[config.mk]
export PLATFORM = sky130hd
export DESIGN_NAME = dlatch_write_sequencer
export DESIGN_NICKNAME = d
export VERILOG_FILES = /design/src/rtl/dlatch_wr_pkg.sv /design/src/rtl/dlatch_readback_check.sv /design/src/rtl/dlatch_write_sequencer.sv
export SDC_FILE = /design/constraint.sdc
export NUM_CORES = 1
export LEC_CHECK = 0
export BUFFER_PORTS_ARGS = -buffer_cell sky130_fd_sc_hd__buf_2
export CORE_ASPECT_RATIO = 1.25
export CORE_MARGIN = 4
export CORE_UTILIZATION = 48
export CTS_CLUSTER_SIZE = 12
export DETAILED_ROUTE_END_ITERATION = 6
export HOLD_SLACK_MARGIN = 0.03
export MAX_ROUTING_LAYER = met4
export PLACE_DENSITY = 0.76
export SYNTH_ARGS = -nofsm -noshare
export SYNTH_HDL_FRONTEND = slang
export SYNTH_HIERARCHICAL = 1
export SYNTH_SLANG_ARGS = --single-unit
[constraint.sdc]
create_clock -name clk -period 2 [get_ports clk]
set_input_delay 0.2 -clock clk [delete_from_list [all_inputs] [get_ports clk]]
set_output_delay 0.2 -clock clk [all_outputs]
set_load 0.05 [all_outputs]
[src/rtl/dlatch_wr_pkg.sv]
// Shared types and helpers for the gated D-latch write sequencer.
// Contents:
//   state_t   - sequencer state encoding
//   cnt_width - phase counter width for the given phase lengths
package dlatch_wr_pkg;

    typedef enum logic [2:0] {
        IDLE,
        SETUP,
        PULSE,
        HOLD,
        CHECK
    } state_t;

    // Bits needed to hold the longest phase length; never less than one bit.
    function automatic int unsigned cnt_width(input int unsigned a,
                                              input int unsigned b,
                                              input int unsigned c);
        int unsigned m;
        m = a;
        if (b > m) m = b;
        if (c > m) m = c;
        return (m < 1) ? 1 : $clog2(m + 1);
    endfunction

endpackage

[src/rtl/dlatch_readback_check.sv]
// Latch readback checker: compares the Q/notQ readback against the driven
// data word and flags any mismatch or non-complementary Q/notQ pair
// (including the illegal Q=notQ=0 state).
// Optional macro DLATCH_SYNC_READBACK_EN inserts a 2-flop synchronizer on
// latch_q/latch_qn before the compare.
// Ports:
//   clk, rst  - clock, synchronous active-high reset (synchronizer only)
//   latch_d   - data word currently driven to the latch bank
//   latch_q   - Q readback
//   latch_qn  - notQ readback
//   q_c       - readback word as seen by the compare (combinational)
//   err_c     - mismatch / illegal-state flag (combinational)
module dlatch_readback_check
    import dlatch_wr_pkg::*;
#(
    parameter int unsigned WIDTH = 8
) (
    input  logic             clk,
    input  logic             rst,
    input  logic [WIDTH-1:0] latch_d,
    input  logic [WIDTH-1:0] latch_q,
    input  logic [WIDTH-1:0] latch_qn,
    output logic [WIDTH-1:0] q_c,
    output logic             err_c
);

    logic [WIDTH-1:0] qn_v;

`ifdef DLATCH_SYNC_READBACK_EN
    logic [WIDTH-1:0] q_meta;
    logic [WIDTH-1:0] q_sync;
    logic [WIDTH-1:0] qn_meta;
    logic [WIDTH-1:0] qn_sync;

    // Two-stage synchronizer for the asynchronous latch outputs.
    always_ff @(posedge clk) begin
        if (rst) begin
            q_meta  <= '0;
            q_sync  <= '0;
            qn_meta <= '0;
            qn_sync <= '0;
        end else begin
            q_meta  <= latch_q;
            q_sync  <= q_meta;
            qn_meta <= latch_qn;
            qn_sync <= qn_meta;
        end
    end

    assign q_c  = q_sync;
    assign qn_v = qn_sync;
`else
    logic unused_sync_ports;

    assign unused_sync_ports = clk | rst;
    assign q_c  = latch_q;
    assign qn_v = latch_qn;
`endif

    // Any equal Q/notQ bit pair is an error, as is a stored-word mismatch.
    assign err_c = (q_c != latch_d) | (|(q_c ~^ qn_v));

endmodule

[src/rtl/dlatch_write_sequencer.sv]
// Write sequencer for an external gated D-latch bank: accepts a word on a
// valid/ready handshake, drives setup -> enable pulse -> hold on the latch
// inputs, then samples Q/notQ and reports the stored word and an error flag.
// Optional macro DLATCH_SYNC_READBACK_EN synchronizes the readback and
// stretches CHECK to 3 cycles.
// Ports:
//   clk, rst  - clock, synchronous active-high reset
//   wr_valid  - write request
//   wr_ready  - sequencer idle, request accepted on wr_valid & wr_ready
//   wr_data   - word to store
//   latch_d   - latch data lines
//   latch_en  - latch enable
//   latch_q   - latch Q readback
//   latch_qn  - latch notQ readback
//   rd_data   - latch_q sampled at the end of the last completed write
//   done      - one-cycle completion pulse
//   err       - result flag of the last completed write
module dlatch_write_sequencer
    import dlatch_wr_pkg::*;
#(
    parameter int unsigned WIDTH     = 8,
    parameter int unsigned SETUP_CYC = 1,
    parameter int unsigned PULSE_CYC = 2,
    parameter int unsigned HOLD_CYC  = 1
) (
    input  logic             clk,
    input  logic             rst,
    input  logic             wr_valid,
    output logic             wr_ready,
    input  logic [WIDTH-1:0] wr_data,
    output logic [WIDTH-1:0] latch_d,
    output logic             latch_en,
    input  logic [WIDTH-1:0] latch_q,
    input  logic [WIDTH-1:0] latch_qn,
    output logic [WIDTH-1:0] rd_data,
    output logic             done,
    output logic             err
);

`ifdef DLATCH_SYNC_READBACK_EN
    localparam int unsigned CHECK_CYC = 3;
`else
    localparam int unsigned CHECK_CYC = 1;
`endif

    localparam int unsigned CNT_W =
        cnt_width(SETUP_CYC, PULSE_CYC, (HOLD_CYC > CHECK_CYC) ? HOLD_CYC : CHECK_CYC);

    // Counter load values: each phase counts down from length-1 to zero.
    localparam logic [CNT_W-1:0] SETUP_LD = (SETUP_CYC > 0) ? CNT_W'(SETUP_CYC - 1) : '0;
    localparam logic [CNT_W-1:0] PULSE_LD = (PULSE_CYC > 0) ? CNT_W'(PULSE_CYC - 1) : '0;
    localparam logic [CNT_W-1:0] HOLD_LD  = (HOLD_CYC > 0)  ? CNT_W'(HOLD_CYC - 1)  : '0;
    localparam logic [CNT_W-1:0] CHECK_LD = CNT_W'(CHECK_CYC - 1);

    if (PULSE_CYC == 0) begin : g_pulse_cyc_check
        $error("dlatch_write_sequencer: PULSE_CYC must be at least 1");
    end

    state_t           state;
    state_t           state_next;
    logic [CNT_W-1:0] cnt;
    logic [CNT_W-1:0] cnt_next;
    logic [WIDTH-1:0] latch_d_next;
    logic             latch_en_next;
    logic             wr_ready_next;
    logic [WIDTH-1:0] rd_data_next;
    logic             done_next;
    logic             err_next;
    logic [WIDTH-1:0] q_c;
    logic             err_c;

    dlatch_readback_check #(
        .WIDTH(WIDTH)
    ) u_check (
        .clk      (clk),
        .rst      (rst),
        .latch_d  (latch_d),
        .latch_q  (latch_q),
        .latch_qn (latch_qn),
        .q_c      (q_c),
        .err_c    (err_c)
    );

    // State, counter and registered outputs.
    always_ff @(posedge clk) begin
        if (rst) begin
            state    <= IDLE;
            cnt      <= '0;
            latch_d  <= '0;
            latch_en <= 1'b0;
            wr_ready <= 1'b0;
            rd_data  <= '0;
            done     <= 1'b0;
            err      <= 1'b0;
        end else begin
            state    <= state_next;
            cnt      <= cnt_next;
            latch_d  <= latch_d_next;
            latch_en <= latch_en_next;
            wr_ready <= wr_ready_next;
            rd_data  <= rd_data_next;
            done     <= done_next;
            err      <= err_next;
        end
    end

    // Next-state and next-output logic; latch_d only loads in IDLE.
    always_comb begin
        state_next   = state;
        cnt_next     = cnt;
        latch_d_next = latch_d;
        rd_data_next = rd_data;
        err_next     = err;
        done_next    = 1'b0;

        unique case (state)
            IDLE: begin
                if (wr_valid && wr_ready) begin
                    latch_d_next = wr_data;
                    if (SETUP_CYC > 0) begin
                        state_next = SETUP;
                        cnt_next   = SETUP_LD;
                    end else begin
                        state_next = PULSE;
                        cnt_next   = PULSE_LD;
                    end
                end
            end
            SETUP: begin
                if (cnt == '0) begin
                    state_next = PULSE;
                    cnt_next   = PULSE_LD;
                end else begin
                    cnt_next = cnt - CNT_W'(1);
                end
            end
            PULSE: begin
                if (cnt == '0) begin
                    if (HOLD_CYC > 0) begin
                        state_next = HOLD;
                        cnt_next   = HOLD_LD;
                    end else begin
                        state_next = CHECK;
                        cnt_next   = CHECK_LD;
                    end
                end else begin
                    cnt_next = cnt - CNT_W'(1);
                end
            end
            HOLD: begin
                if (cnt == '0) begin
                    state_next = CHECK;
                    cnt_next   = CHECK_LD;
                end else begin
                    cnt_next = cnt - CNT_W'(1);
                end
            end
            CHECK: begin
                if (cnt == '0) begin
                    state_next   = IDLE;
                    done_next    = 1'b1;
                    rd_data_next = q_c;
                    err_next     = err_c;
                end else begin
                    cnt_next = cnt - CNT_W'(1);
                end
            end
            default: begin
                state_next = IDLE;
            end
        endcase

        // Enable and ready follow the state being entered, so both are glitch-free flops.
        latch_en_next = (state_next == PULSE);
        wr_ready_next = (state_next == IDLE);
    end

endmodule

==> summary.txt <==
Status
  • Outcome: complete, no violations

Power and ir drop
  • Power Dens Cells: 814.3 mW/mm^2
  • Static Leak: roughly 0.64 nW
  • Max VDD drop: 0.5675 mV

Global routing
  • Largest net degree at the start of global routing: 26
  • GRT Overall Usage: 18.32%
  • Vias in the first global route: 1,218
  • Initial antenna violation count: 0
  • Gr ovfl total: 0
  • Global-route wire length before repair: 4.926 mm

Detailed routing
  • Routed WL per cell: approximately 14 um
  • Vias: 1,222
  • DRC Markers: 0
  • Initial DRC Count: 23
  • Vias/cell: about 5.5
  • WL final: 3.039 mm
  • DRT Pass-1 Iters: 4
  • Routed Antenna Nets: 0

Setup path
  • Crit Path Category: flop to flop
  • Critical Path AT: 2.00 ns
  • Crit Path Max Fanout: 12
  • Flop-to-flop setup slack: 0.25 ns
  • CP Cell Sequence: inv_1, ha_1, or4b_1, a31o_1, a31oi_1
  • Worst Setup Start Kind: flop
  • CP peak stage delay: 0.50 ns
  • Critical-path top delay cell: or4b_1
  • Critical Path End Type: flop
  • Crit path required time: 2.25 ns

Cells and area
  • Nets: 221
  • Diode count: 0
  • Area growth from synthesis to layout: 16.59%
  • Share of layout cells above drive strength 1: 28.95%

Logic synthesis
  • Post-synth EDFFs: 0
  • Synth Register Bits: 25
  • Cell taking the most area after synthesis: dfxtp_1
  • Ranking of synthesized cells by area: dfxtp_1 (38%), a21oi_1 (6.9%), nand2_1 (5.8%), and3b_1 (5.4%), buf_4 (4.6%)
  • Syn_nets: 186
  • Synth top cells by count: dfxtp_1 (25), nand2_1 (20), a21oi_1 (18)
  • Gate Count Post-Synth: 156
  • Synth warn: 6
  • Syn_area_per_cell: 8.365 um^2
  • Async SR Flop Fraction: 0%
  • Synth unique cells: 35
  • Cell area after synthesis: 0.001305 mm^2
  • Synth top area share: 38.35%
  • Most frequent cell after synthesis: dfxtp_1
  • Primary FF master, synth: dfxtp_1
  • Sequential fraction of the synthesis area: 38.35%

Clocking
  • Longest Clk Path Bufs: 2
  • Number of CTS-inserted buffers: 3
  • Clock latency on the worst-skew pair: 0.31 ns
  • Root Buffer: clkbuf_4
  • CTS tree: done
  • Post-CTS repair timing setup buffer count: 0
  • Clock slew at reported path FFs: 0.13 ns
  • Clock sink total: 25
  • CTS H-tree depth: 1
  • Post_cts resized: 0
  • Hold buffers post-CTS: 0

STA
  • Slew HR: 68.08%
  • Worst-margin pin slew: 0.4761 ns
  • Fmax: between 0.5 and 0.6 GHz
  • Hold Vio Cnt, Final: 0
  • Unrepaired setup endpoints after global routing: no
  • Slew Viols, Final: 0
  • Final setup vio count: 0
  • Tmin final: 1.747 ns
  • Setup Skew: 0.005363 ns
  • Setup TNS: 0 ns
  • Setup ws final: roughly 0.25 ns
  • Final period util: 87.35%

Floorplan
  • Die X: 54.64 um
  • Initial cell density of the core: between 50% and 60%
  • Core Region: about 0.0025 mm^2
  • Die ar.: roughly 0.0036 mm^2
  • Rows: 20
  • # IOs: 47
  • Die height: 66.30 um

Min path
  • Hold WC Path Type: input pin to flop

Placed design
  • Post-Place Setup Slack: ~0.29 ns
  • Buffers on Ports: 46
  • Gpl congestion: 0.8449
  • Final HPWL DP: around 2.3 mm

Job
  • Max-cap violations: 0
## metal layers
layer	up-vias	wire length, um	track usage [%]
li1	620	-	-
met1	576	1248	18.59
met2	24	1619	33.73
met3	2	156	2.257
met4	0	14	7.477
met5	-	0	-
## final cells by class
class	count	area (um^2)
Fill cell	245	1006
Inverter	3	11.26
Multi-Input combinational cell	108	681.9
Timing Repair Buffer	50	260.3
Tap cell	33	41.29
Sequential cell	25	500.5
Clock buffer	4	26.28
## through the flow
| step | instances | hold slack [ns] | utilization, % | power (mW) | area [um^2] |
|---|---|---|---|---|---|
| 5_1_grt | 223 | 0.1139 | 60.20 | 1.311 | 1521 |
| 6_report | 223 | 0.1220 | 60.20 | 1.239 | 1521 |
| 3_3_place_gp | 219 | 0.4406 | 59.16 | 1.006 | 1495 |
| 4_1_cts | 223 | 0.1163 | 60.20 | 1.247 | 1521 |
| 2_1_floorplan | 156 | 0.3477 | - | 0.9311 | 1305 |
| 3_5_place_dp | 219 | 0.4461 | 59.16 | 1.028 | 1495 |
## placed cells by master, fill, tap and decap left out, types with 2 or more instances in the layout
cell type / Yosys / layout
clkbuf_4: 0 / 3
nor3b_1: 6 / 6
nor4bb_1: 2 / 2
a21oi_1: 18 / 18
or4b_1: 2 / 2
nor3_1: 2 / 2
inv_1: 2 / 2
ha_1: 3 / 3
nand3_1: 9 / 9
nand4bb_1: 2 / 2
nor3b_2: 2 / 2
and3b_1: 8 / 8
nand2_1: 20 / 20
a31oi_1: 2 / 2
buf_2: 5 / 46
o21ai_0: 9 / 9
nand3b_1: 2 / 2
buf_4: 8 / 4
nor2_1: 2 / 2
o22ai_1: 4 / 4
dfxtp_1: 25 / 25
o211ai_1: 2 / 2
nand2b_1: 2 / 2
## critical path: cells and delay by family, from the launching register on
kind	cells	cell delay (ns)
and+or+nand+nor	1	0.50
DFF	1	0.43
AOI/OAI and AO/OA	2	0.34
adders and majority gates	1	0.33
buffers and inverters	1	0.09
## report_power, final
group	switching (mW)	leakage, nW	total, mW	internal, mW
logic	0.247	0.425	0.395	0.148
registers	0.0751	0.203	0.622	0.546
clock network	0.145	0.0150	0.223	0.0778
## final timing paths
kind	from	cells past startpoint	to
setup / recovery	cnt[0]$_SDFFE_PP0P_	5	cnt[0]$_SDFFE_PP0P_
hold / removal	wr_data[6]	3	latch_d[6]$_SDFFE_PP0P_
hold reg to reg	rd_data[3]$_SDFFE_PP0N_	2	rd_data[3]$_SDFFE_PP0N_
setup reg to reg	cnt[0]$_SDFFE_PP0P_	5	cnt[0]$_SDFFE_PP0P_
## flip-flops by register name, indices dropped and copies added (netlist names)
name	flops
state	3
err	1
done	1
latch_d	8
cnt	2
rd_data	8
wr_ready	1
latch_en	1
## logic make-up (layout without fill, tap and decap cells)
group | after synthesis | in the layout | synth area share (%)
adders and majority gates | 3 | 3 | 2.877
xor gates and xnor gates | 1 | 1 | 0.6713
buffers and inverters | 23 | 57 | 9.396
DFF | 25 | 25 | 38.35
AOI/OAI and AO/OA | 41 | 41 | 18.31
and+or+nand+nor | 63 | 63 | 30.39
Note: power is estimated with default switching activity, not from simulation.
